<file path="config.mk">
export PLATFORM = sky130hd
export DESIGN_NAME = bin_to_bcd_seq
export DESIGN_NICKNAME = d
export VERILOG_FILES = /design/src/rtl/clock_pkg.sv /design/src/rtl/bcd_add3.sv /design/src/rtl/bin_to_bcd_seq.sv
export SDC_FILE = /design/constraint.sdc
export NUM_CORES = 1
export LEC_CHECK = 0
export ABC_CLOCK_PERIOD_IN_PS = 1900
export CORE_ASPECT_RATIO = 0.5
export CORE_MARGIN = 2
export CORE_UTILIZATION = 49
export CTS_CLUSTER_SIZE = 28
export DETAILED_ROUTE_END_ITERATION = 16
export PLACE_DENSITY = 0.75
export SLEW_MARGIN = 0
export SYNTH_ARGS = -nofsm -noshare
export SYNTH_HDL_FRONTEND = slang
export SYNTH_SLANG_ARGS = --single-unit
export TNS_END_PERCENT = 20
</file>
<file path="constraint.sdc">
create_clock -name clk -period 1.9 [get_ports clk]
set_clock_uncertainty 0.15 [all_clocks]
set_input_delay 0.38 -clock clk [delete_from_list [all_inputs] [get_ports clk]]
set_output_delay 0.38 -clock clk [all_outputs]
set_load 0.005 [all_outputs]
</file>
<file path="src/rtl/clock_pkg.sv">
// Shared types and constants for the clock display datapath.
//   BCD_W        : bits per BCD digit
//   bcd_digit_t  : one packed BCD digit
//   state_t      : sequential converter control states
//   BCD_NINE     : digit value used when saturating on overflow
package clock_pkg;

  localparam int unsigned BCD_W = 4;

  typedef logic [BCD_W-1:0] bcd_digit_t;

  typedef enum logic [1:0] {
    IDLE,
    SHIFT,
    DONE
  } state_t;

  localparam bcd_digit_t BCD_NINE = 4'd9;

endpackage

</file>
<file path="src/rtl/bcd_add3.sv">
// Double-dabble digit correction: adds 3 to a BCD digit of 5 or more so the
// following left shift carries correctly into the next decimal digit.
//   din  : current BCD digit (0-9)
//   dout : corrected digit (0-4 unchanged, 5-9 become 8-12)
module bcd_add3
  import clock_pkg::*;
(
  input  bcd_digit_t din,
  output bcd_digit_t dout
);

  always_comb begin
    dout = din;
    if (din >= bcd_digit_t'(5)) begin
      dout = din + bcd_digit_t'(3);
    end
  end

endmodule

</file>
<file path="src/rtl/bin_to_bcd_seq.sv">
// Sequential binary-to-BCD converter (double dabble, one iteration per clock)
// with valid/ready handshakes and saturation when the value needs more than
// DIGITS decimal digits.
//   clk, rst_n          : clock, synchronous active-low reset
//   in_valid/in_ready   : input handshake; bin sampled on the accept edge
//   bin                 : unsigned binary value, BIN_W bits
//   out_valid/out_ready : output handshake; result held until accepted
//   bcd                 : packed BCD, digit k at [4k+3:4k]
//   ovf                 : value exceeded 10^DIGITS-1, bcd forced to all 9s
module bin_to_bcd_seq
  import clock_pkg::*;
#(
  parameter int unsigned BIN_W  = 14,
  parameter int unsigned DIGITS = 4
) (
  input  logic                      clk,
  input  logic                      rst_n,
  input  logic                      in_valid,
  output logic                      in_ready,
  input  logic [BIN_W-1:0]          bin,
  output logic                      out_valid,
  input  logic                      out_ready,
  output logic [BCD_W*DIGITS-1:0]   bcd,
  output logic                      ovf
);

  localparam int unsigned BCD_TOT = BCD_W * DIGITS;
  localparam int unsigned CNT_W   = $clog2(BIN_W + 1);

  state_t               state;
  logic [BIN_W-1:0]     sh;
  logic [BCD_TOT-1:0]   acc;
  logic [BCD_TOT-1:0]   adj;
  logic [BCD_TOT-1:0]   acc_nx;
  logic [BIN_W-1:0]     sh_nx;
  logic                 carry;
  logic                 sticky;
  logic                 sticky_nx;
  logic [CNT_W-1:0]     cnt;
  logic [BCD_TOT-1:0]   bcd_sat;

  for (genvar g = 0; g < DIGITS; g++) begin : g_add3
    bcd_add3 u_add3 (
      .din  (acc[g*BCD_W +: BCD_W]),
      .dout (adj[g*BCD_W +: BCD_W])
    );
  end

  // One iteration: corrected digits and the binary register shift as a
  // single word; the bit leaving the top digit means the value no longer
  // fits and is folded into the sticky overflow flag.
  always_comb begin
    {carry, acc_nx, sh_nx} = {adj, sh, 1'b0};
    sticky_nx              = sticky | carry;
    bcd_sat                = {DIGITS{BCD_NINE}};
  end

  assign in_ready = (state == IDLE);

  always_ff @(posedge clk) begin
    if (!rst_n) begin
      state     <= IDLE;
      sh        <= '0;
      acc       <= '0;
      sticky    <= 1'b0;
      cnt       <= '0;
      bcd       <= '0;
      ovf       <= 1'b0;
      out_valid <= 1'b0;
    end else begin
      case (state)
        IDLE: begin
          if (in_valid) begin
            sh     <= bin;
            acc    <= '0;
            sticky <= 1'b0;
            cnt    <= CNT_W'(BIN_W);
            state  <= SHIFT;
          end
        end
        SHIFT: begin
          sh     <= sh_nx;
          acc    <= acc_nx;
          sticky <= sticky_nx;
          cnt    <= cnt - CNT_W'(1);
          // Last iteration: publish the result on the same edge.
          if (cnt == CNT_W'(1)) begin
            state     <= DONE;
            out_valid <= 1'b1;
            ovf       <= sticky_nx;
            bcd       <= sticky_nx ? bcd_sat : acc_nx;
          end
        end
        DONE: begin
          if (out_ready) begin
            state     <= IDLE;
            out_valid <= 1'b0;
          end
        end
        default: begin
          state <= IDLE;
        end
      endcase
    end
  end

endmodule

</file>
==> impl_metrics.py <==
metrics = {
    "placement": {
        "dp.cells": 437,
        "gp_congestion": 0.857,
        "port_buffers": 36,
        "place_ws_ps": -48.6,
        "hpwl_mm": 4.64,
        "placed_area_um2": 3260,
    },
    "synth": {
        "synth.net_count": 355,
        "synth_seq_area_share_pct": 40.3,
        "yosysUniqueCellTypes": 45,
        "synthCells": 327,
        "syn_area_per_cell_um2": 8.36,
        "ys.warnings.count": 0,
        "mappedNetlistArea_um2": 2730,
        "postSynthRegisterBits": 55,
    },
    "floorplanning": {
        "die-width_um": 110,
        "core_um2": 5420,
        "rows": 19,
        "dieHeight_um": 56.8,
        "io_pins": 37,
        "dieArea_um2": 6230,
        "initial_core_util_pct": 50.4,
    },
    "routing": {
        "drt-initial-drc-count": 129,
        "drc_errors": 0,
        "avgViaCountPerCell": 5.81,
        "wl_per_cell_um": 15.1,
        "routed_wl_mm": 6.71,
        "postRouteAntennaNets": 0,
        "via_count": 2586,
        "drt_first_pass_iters": 5,
    },
    "timing": {
        "min_period_ps": 1870,
        "tightest_slew_ps": 547,
        "finalHoldViolations": 0,
        "fmax_mhz": 535,
        "maxSlewHeadroom_pct": 63.4,
        "setup_slack_ps": 32.3,
        "setup_violations": 0,
        "slew_violations": 0,
        "hold_slack_ps": 326,
        "rsz0062_at_grt": "yes",
        "period_share_pct": 98.3,
    },
    "global_route": {
        "antenna_found_initial": 0,
        "use_met1_pct": 28.7,
        "first_global_vias": 2423,
        "gr-usage-met3_pct": 3.83,
        "grt_pass1_wl_mm": 10.9,
        "grt_start_max_net_pins": 20,
        "gr-usage-all-layers_pct": 22.2,
        "top_usage_layer": "met2",
        "overflow": 0,
        "met2_usage_pct": 38.4,
    },
    "cells_and_area": {
        "n_fill_cell": 477,
        "drive_gt1_share_pct": 15.3,
        "area_growth_pct": 25.8,
        "stdcell_area_um2": 3440,
        "n_antenna_cell": 0,
        "nets": 399,
        "fin_cells": 445,
    },
    "clock_network": {
        "cts-root-buf": "clkbuf_8",
        "clk_path_buf_depth": 2,
        "cts_tree": "done",
        "cts_sinks": 55,
        "clkTransAtPathRegs_ps": 90,
        "htree_levels": 2,
        "cts_buffers": 5,
        "insertion_delay_ps": 310,
        "postCtsHoldBufs": 0,
    },
    "min_path": {
        "whs_path_depth": 2,
        "hp-class": "register to register",
    },
    "worst_setup_path": {
        "worst_ep_required_time_ps": 1970,
        "rrSetupSlack_ps": 30,
        "reg2reg_depth": 7,
        "path_max_fanout": 7,
        "critPathCaptureType": "register",
        "crit_arrival_ps": 1940,
        "worstSetupPathType": "register to register",
        "cp-start-kind": "register",
    },
    "power": {
        "powerDensity_nw_per_um2": 651,
        "p_leak_uw": 0.00128,
        "peakVddDrop_uv": 329,
    },
    "flow_run": {
        "maxCapViolations": 0,
    },
    "outcome": {
        "status": "finished, final reports clean",
    },
}
[per-layer routing]
metal / share of wire [%] / routed length [um] / up-vias
met5: 0 / 0 / -
met4: 0.94 / 63 / 0
met3: 5.8 / 391 / 13
met2: 48 / 3190 / 81
met1: 46 / 3070 / 1218
li1: - / - / 1274
[synthesized netlist by cell type, drive strengths merged]
library cell	number	area [um^2]
a211oi	7	52.6
nand2b	5	38.8
o22ai	5	31.3
a21o	4	32.5
o41ai	4	65.1
nor3b	8	65.1
a22oi	2	15.0
nor2	26	100
and2	12	78.8
inv	13	48.8
a21oi	32	160
o21a	1	7.51
dfxtp	55	1100
a31oi	8	50.1
o221ai	5	43.8
nor3	5	25.0
buf	7	50.1
a2bb2oi	4	35.0
or3b	1	8.76
o31a	1	10.0
o31ai	4	30.0
nor2b	2	12.5
a211o	8	71.3
ha	10	125
clkdlybuf4s15	1	10.0
a32oi	4	35.0
o21ai	39	199
nand2	26	97.6
or2b	1	8.76
or3	2	12.5
a221oi	1	8.76
clkbuf	14	52.6
nand3	10	50.1
[metrics by stage]
step	util (%)	power [uW]	TNS, ps
5_1_grt	63.4	2320	-153
3_3_place_gp	60.1	1540	0
6_report	63.4	2240	0
4_1_cts	62.1	2230	0
2_1_floorplan	-	1410	0
3_5_place_dp	60.1	1550	-256
[flip-flops by register name, summed over array words and instances (netlist names)]
| signal | cells |
|---|---|
| sticky | 1 |
| ovf | 1 |
| bcd | 16 |
| out_valid | 1 |
| sh | 14 |
| state | 2 |
| cnt | 4 |
| acc | 16 |
[worst max-delay path, cell delays in order, from the launching register on]
cell      delay [ps]
dfxtp_2          360
inv_4             50
ha_4             150
nand2b_4         130
nor3b_4          150
or3_4            370
buf_8            160
o41ai_4          270
[cell usage in the layout, fill, tap and decap left out, types with 2 or more instances in the layout]
master	count
a21o_1	2
o221ai_1	5
a21oi_1	32
ha_1	8
nand2b_1	4
nor2_1	25
a31oi_1	8
nor3_1	5
clkbuf_8	7
dfxtp_1	50
a21o_2	2
o31ai_1	4
buf_4	21
ha_4	2
inv_2	2
clkdlybuf4s50_1	36
o21ai_0	37
o41ai_2	2
nand3_1	10
a22oi_1	2
nand2_1	25
o22ai_1	5
and2_1	10
a2bb2oi_1	4
dfxtp_2	5
inv_1	10
nor3b_1	7
nor2b_1	2
o41ai_4	2
a32oi_1	4
a211o_1	7
a211oi_1	7
[cell type report]
class,instances,area [um^2],share of cell area [%]
Clock buffer,8,100,2.91
Timing Repair Buffer,59,553,16.1
Tap cell,73,91.3,2.66
Inverter,13,51.3,1.49
Sequential cell,55,1110,32.2
Multi-Input combinational cell,237,1530,44.6
[where the power goes]
part	switching, uW	total [uW]	leakage [uW]	internal [uW]
sequential	35.1	1240	0.000451	1200
combinational	151	288	0.000779	137
clock	380	714	0.0000515	334
[final timing paths]
path / startpoint / end
worst max-delay path: acc[13] / bcd[6]
worst min-delay path: bcd[5] / bcd[5]
worst max register to register: acc[13] / bcd[6]
worst min register to register: bcd[5] / bcd[5]
[cell families after synthesis]
kind of cell               share of synthesized area [%]
and+or+nand+nor                                     18.2
buffers and inverters                               5.91
adders and majority gates                           4.58
AOI/OAI and AO/OA                                   31.0
DFF                                                 40.3
[timing repair]
item / 4_1_cts / 5_1_grt
resized for setup: 3 / 15
gates cloned: 0 / 0
setup endpoints to repair: 5 / 11
setup buffers: 0 / 0
No activity file was read; power rests on OpenSTA's default activity.
